`src/rtl/operands_buffer.sv`:
```
// Ping-pong operand store: the shadow bank is loaded with strobed row writes while
// the active bank serves registered reads; a swap handshake exchanges the banks.
module operands_buffer #(
  parameter int DATA_WIDTH = 32,
  parameter int BUS_WIDTH  = 64,
  parameter int ADDR_WIDTH = 32
) (
  input  logic                            clk_i,
  input  logic                            rst_ni,
  input  logic                            wr_en_i,
  input  logic [ADDR_WIDTH-1:0]           wr_addr_i,
  input  logic [BUS_WIDTH-1:0]            wr_data_i,
  input  logic [BUS_WIDTH/DATA_WIDTH-1:0] wr_strb_i,
  output logic                            wr_err_o,
  input  logic                            clear_i,
  input  logic                            swap_i,
  output logic                            swap_pend_o,
  output logic                            swap_done_o,
  output logic                            active_bank_o,
  output logic                            shadow_full_o,
  input  logic                            rd_en_i,
  input  logic [ADDR_WIDTH-1:0]           rd_addr_i,
  output logic [BUS_WIDTH-1:0]            rd_data_o,
  output logic                            rd_valid_o
);

  localparam int MAX_DIM = BUS_WIDTH / DATA_WIDTH;
  localparam int IDX_W   = (MAX_DIM > 1) ? $clog2(MAX_DIM) : 1;

  typedef enum logic {S_IDLE, S_PEND} state_t;

  logic [BUS_WIDTH-1:0] r_mem  [2][MAX_DIM];
  logic [MAX_DIM-1:0]   r_mask [2];
  logic                 r_active;
  state_t               r_state;
  logic                 r_swap_done;
  logic                 r_wr_err;
  logic                 r_rd_valid;
  logic [BUS_WIDTH-1:0] r_rd_data;

  logic             w_shadow;
  logic             w_full;
  logic             w_wr_inrange;
  logic             w_rd_inrange;
  logic [IDX_W-1:0] w_wr_idx;
  logic [IDX_W-1:0] w_rd_idx;
  logic             w_wr_ok;
  logic             w_swap;
  logic             w_new_shadow;

  assign w_shadow     = ~r_active;
  assign w_full       = &r_mask[w_shadow];
  assign w_wr_inrange = wr_addr_i < ADDR_WIDTH'(MAX_DIM);
  assign w_rd_inrange = rd_addr_i < ADDR_WIDTH'(MAX_DIM);
  assign w_wr_idx     = wr_addr_i[IDX_W-1:0];
  assign w_rd_idx     = rd_addr_i[IDX_W-1:0];
  // A clear in the same cycle wins over any write.
  assign w_wr_ok      = wr_en_i & w_wr_inrange & ~clear_i;
  assign w_swap       = w_full & (((r_state == S_IDLE) & swap_i) | (r_state == S_PEND));
  // Clear targets the bank that is the shadow after this edge's swap, if any.
  assign w_new_shadow = w_swap ? r_active : w_shadow;

  always_ff @(posedge clk_i) begin
    if (!rst_ni) begin
      r_state     <= S_IDLE;
      r_active    <= 1'b0;
      r_swap_done <= 1'b0;
      r_wr_err    <= 1'b0;
      r_rd_valid  <= 1'b0;
      r_rd_data   <= '0;
    end else begin
      r_wr_err    <= wr_en_i & ~w_wr_inrange & ~clear_i;
      r_swap_done <= w_swap;
      if (w_swap) r_active <= ~r_active;
      case (r_state)
        S_IDLE: if (swap_i && !w_full) r_state <= S_PEND;
        S_PEND: if (w_full) r_state <= S_IDLE;
        default: r_state <= S_IDLE;
      endcase
      r_rd_valid <= rd_en_i;
      if (rd_en_i) r_rd_data <= w_rd_inrange ? r_mem[r_active][w_rd_idx] : '0;
    end
  end

  always_ff @(posedge clk_i) begin
    if (!rst_ni) begin
      for (int b = 0; b < 2; b++) begin
        r_mask[b] <= '0;
        for (int r = 0; r < MAX_DIM; r++) r_mem[b][r] <= '0;
      end
    end else begin
      if (w_wr_ok) begin
        for (int k = 0; k < MAX_DIM; k++)
          if (wr_strb_i[k])
            r_mem[w_shadow][w_wr_idx][k*DATA_WIDTH +: DATA_WIDTH] <= wr_data_i[k*DATA_WIDTH +: DATA_WIDTH];
        if (|wr_strb_i) r_mask[w_shadow][w_wr_idx] <= 1'b1;
      end
      // Load tracking restarts for both banks on a swap.
      if (w_swap) begin
        r_mask[0] <= '0;
        r_mask[1] <= '0;
      end
      if (clear_i) begin
        r_mask[w_new_shadow] <= '0;
        for (int r = 0; r < MAX_DIM; r++) r_mem[w_new_shadow][r] <= '0;
      end
    end
  end

  assign wr_err_o      = r_wr_err;
  assign swap_pend_o   = (r_state == S_PEND);
  assign swap_done_o   = r_swap_done;
  assign active_bank_o = r_active;
  assign shadow_full_o = w_full;
  assign rd_data_o     = r_rd_data;
  assign rd_valid_o    = r_rd_valid;

endmodule

```
`config.mk`:
```
export PLATFORM = sky130hd
export DESIGN_NAME = operands_buffer
export DESIGN_NICKNAME = d
export VERILOG_FILES = /design/src/rtl/operands_buffer.sv
export SDC_FILE = /design/constraint.sdc
export NUM_CORES = 1
export LEC_CHECK = 0
export CORE_ASPECT_RATIO = 0.9
export CORE_MARGIN = 3
export CORE_UTILIZATION = 45
export DETAILED_ROUTE_END_ITERATION = 7
export GPL_ROUTABILITY_DRIVEN = 0
export PLACE_DENSITY = 0.68
export SYNTH_ARGS = -nofsm -noshare
export SYNTH_HDL_FRONTEND = slang
export SYNTH_SLANG_ARGS = --single-unit
```
`constraint.sdc`:
```
create_clock -name clk_i -period 5.2 [get_ports clk_i]
set_input_delay 0.52 -clock clk_i [delete_from_list [all_inputs] [get_ports clk_i]]
set_output_delay 0.52 -clock clk_i [all_outputs]
set_load 0.05 [all_outputs]
```
==> flow_metrics.tcl <==
set metrics [dict create \
    status "complete, no violations" \
    cts.sinks 330 \
    insertion_delay_ns 0.52 \
    ys_seq_area_share_pct 63.83 \
    ys_ff_latch 330 \
    ctsResizeCount 0 \
    dp_hpwl_microns 19060 \
    ant_nets 0 \
    timing.slew.headroom_pct 17.30 \
    grt_start_max_net_pins 68 \
    rows 61 \
    antenna_found_initial 0 \
    critical_path_class "in -> reg" \
    detail_route.wl_per_cell_microns 19.54 \
    vias_per_cell 5.186 \
    nets 1325 \
    io_pins 206 \
    hold_viol 0 \
    syn_area_per_cell_sq_um 14.42 \
    p_total_mw 5.752 \
    layout_min_cycle_time_ns 3.170 \
    yosys_warnings 0 \
    netlist_instances 996 \
    synthDistinctLibCells 47 \
    required_ns 5.31 \
    synth_area_sq_um 14360 \
    layout-drive-gt1-share_pct 15.20 \
    start_util_pct 46.13 \
    fp.dieH_microns 175.5 \
    path_clk_slew_ns 0.06 \
    root_buffer "clkbuf_16" \
    end_kind "register" \
    drtPass1Iterations 4 \
    dieArea_sq_um 34100 \
    syn2layout_area_growth_pct 24.79 \
    fin_util_pct 57.56 \
    grt.total_usage_pct 18.55 \
    fmax_ghz 0.3155 \
    hold_path.class "reg -> reg" \
    synth_top_family_by_area "simple AND/OR/NAND/NOR gates" \
    powerDensity_nw_per_um2 320.9 \
    cts_setup_buffers 0 \
    synth_mux_area_share_pct 10.03 \
    synth-adder-area-share_pct 0 \
    dr.first_iter.drc_count 535 \
    rsz0062_at_grt "no" \
    dp_slack_ns 1.466 \
    synthSimpleGateAreaFrac_pct 19.87 \
    cap_violations 0 \
    grt_overflow 0 \
    finalMaxSlewViolations 0 \
    irDropWorstVdd_mv 0.1948 \
    ys.flop_type "edfxtp_1" \
    fillers 2573 \
    fin_ws_ns 2.030 \
    postCtsHoldBufs 0 \
    synth_nets 1132 \
    fin_crit_sh_pct 60.96 \
    core_sq_um 31140 \
    holdWs_ns 0.4693 \
    grt_pass1_vias 8950 \
    synth-compound-area-share_pct 3.789 \
    io_buffer_count 205 \
    worst_pin_slew_ns 1.236 \
    num_vias 8433 \
    synth_edf_count 256 \
    final.setup_skew_ns 0.02250 \
    cts_buffers 36 \
    p_leak_nw 6.130 \
    critPathMaxFanout 32 \
    synth_async_sr_flop_share_pct 0 \
    crit_arrival_ns 3.28 \
    finalSetupTns_ns 0 \
    cts_buffer_depth 3 \
    die_w_microns 194.3 \
    synth-xor-area-share_pct 0 \
    htreeDepth 2 \
    critPathLaunchType "input port" \
    setup_violations 0 \
    grt_pass1_wl_microns 49840 \
    routed_wl_microns 31780 \
    antenna_cells 0 \
    cts_tree "yes" \
    drc 0 \
]
area by class of cell:
| type | instances | area (sq um) | area share (%) |
|---|---|---|---|
| multi-input combinational | 598 | 4925 | 27.47 |
| inverter | 4 | 15.01 | 0.08376 |
| sequential | 330 | 9173 | 51.17 |
| clock inverter | 17 | 162.7 | 0.9074 |
| clock buffer | 49 | 980.9 | 5.473 |
| timing repair buffer | 219 | 2157 | 12.03 |
| tap | 409 | 511.7 | 2.855 |
sequential cells by signal, indices dropped and copies added, names as in the netlist, named ones only:
| signal | cells |
|---|---|
| swap_done_o | 1 |
| r_mask | 4 |
| wr_err_o | 1 |
| r_mem | 256 |
| rd_data_o | 64 |
| swap_pend_o | 1 |
| rd_valid_o | 1 |
| active_bank_o | 1 |
power breakdown:
group,internal [mW],total [mW],switching (mW)
sequential,2.94,2.97,0.0286
combinational,0.159,0.294,0.136
clock,1.48,2.49,1.01
metrics by stage:
stage          cell area, sq um  std cells
2_1_floorplan             14360        996
3_3_place_gp              16770       1559
3_5_place_dp              16770       1559
4_1_cts                   17910       1625
5_1_grt                   17920       1626
6_report                  17920       1626
cell families (layout without fill, tap and decap cells):
logic type	count (synthesis)	count (layout)
DFF	330	330
muxes	64	64
AOI/OAI and AO/OA	93	93
and+or+nand+nor	441	441
buffers and inverters	68	289
worst max-delay path: stages:
cell and delay (ns):
clkdlybuf4s50_1 0.40, nor4_1 0.27, and4_1 0.48, and2_1 0.28, a21oi_1 0.28, o21ai_4 1.03
cell usage in the layout, fill, tap and decap left out, drive strengths merged, types with 2 or more instances in the layout:
cell / Yosys / final
a21oi: 68 / 68
nor3: 4 / 4
clkinv: 0 / 10
nand2: 5 / 5
and4: 2 / 2
nor2: 15 / 15
edfxtp: 256 / 256
nand4: 2 / 2
nor3b: 3 / 3
dfxtp: 74 / 74
o21ai: 10 / 10
inv: 4 / 6
clkbuf: 44 / 49
a31oi: 5 / 5
a21o: 2 / 2
clkinvlp: 0 / 2
mux4: 64 / 64
buf: 20 / 16
or2: 2 / 2
clkdlybuf4s50: 0 / 203
and2: 258 / 258
bufinv: 0 / 3
and3: 3 / 3
a32o: 2 / 2
nand3: 2 / 2
nand2b: 128 / 128
nor4: 14 / 14
synth_stat cells (all sizes together), types with 3 or more instances:
cell type	number	area (sq um)
buf	20	171.4
nand2	5	18.77
o21ai	10	50.04
dfxtp	74	1481
nor2	15	66.31
nor3	4	42.54
and2	258	1689
clkbuf	44	168.9
a31oi	5	61.31
mux4	64	1441
and3	3	23.77
inv	4	15.01
nor4	14	87.58
edfxtp	256	7687
nor3b	3	32.53
nand2b	128	800.8
a21oi	68	344.1
path summary, 6_finish.rpt:
path                                      end  slack, ns                       start  cells past startpoint
hold reg to reg    rd_data_o[49]$_SDFFE_PN0P_       0.47  rd_data_o[49]$_SDFFE_PN0P_                      2
hold / removal     rd_data_o[49]$_SDFFE_PN0P_       0.47  rd_data_o[49]$_SDFFE_PN0P_                      2
setup reg to reg   r_mem[0][15]$_SDFFCE_PN0P_       2.31      swap_pend_o$_SDFF_PN0_                      6
setup / recovery  r_mem[0][104]$_SDFFCE_PN0P_       2.03               wr_addr_i[28]                      6
layer usage:
metal  global-route usage (%)  vias up  wire length, microns
met2                    32.10      264                 15760
met4                    4.906        0                   647
met3                    3.740       46                  1824
met1                    24.15     4144                 13550
met5                        0        -                     0
li1                         -     3979                     -
No activity file was read; power rests on OpenSTA's default activity.
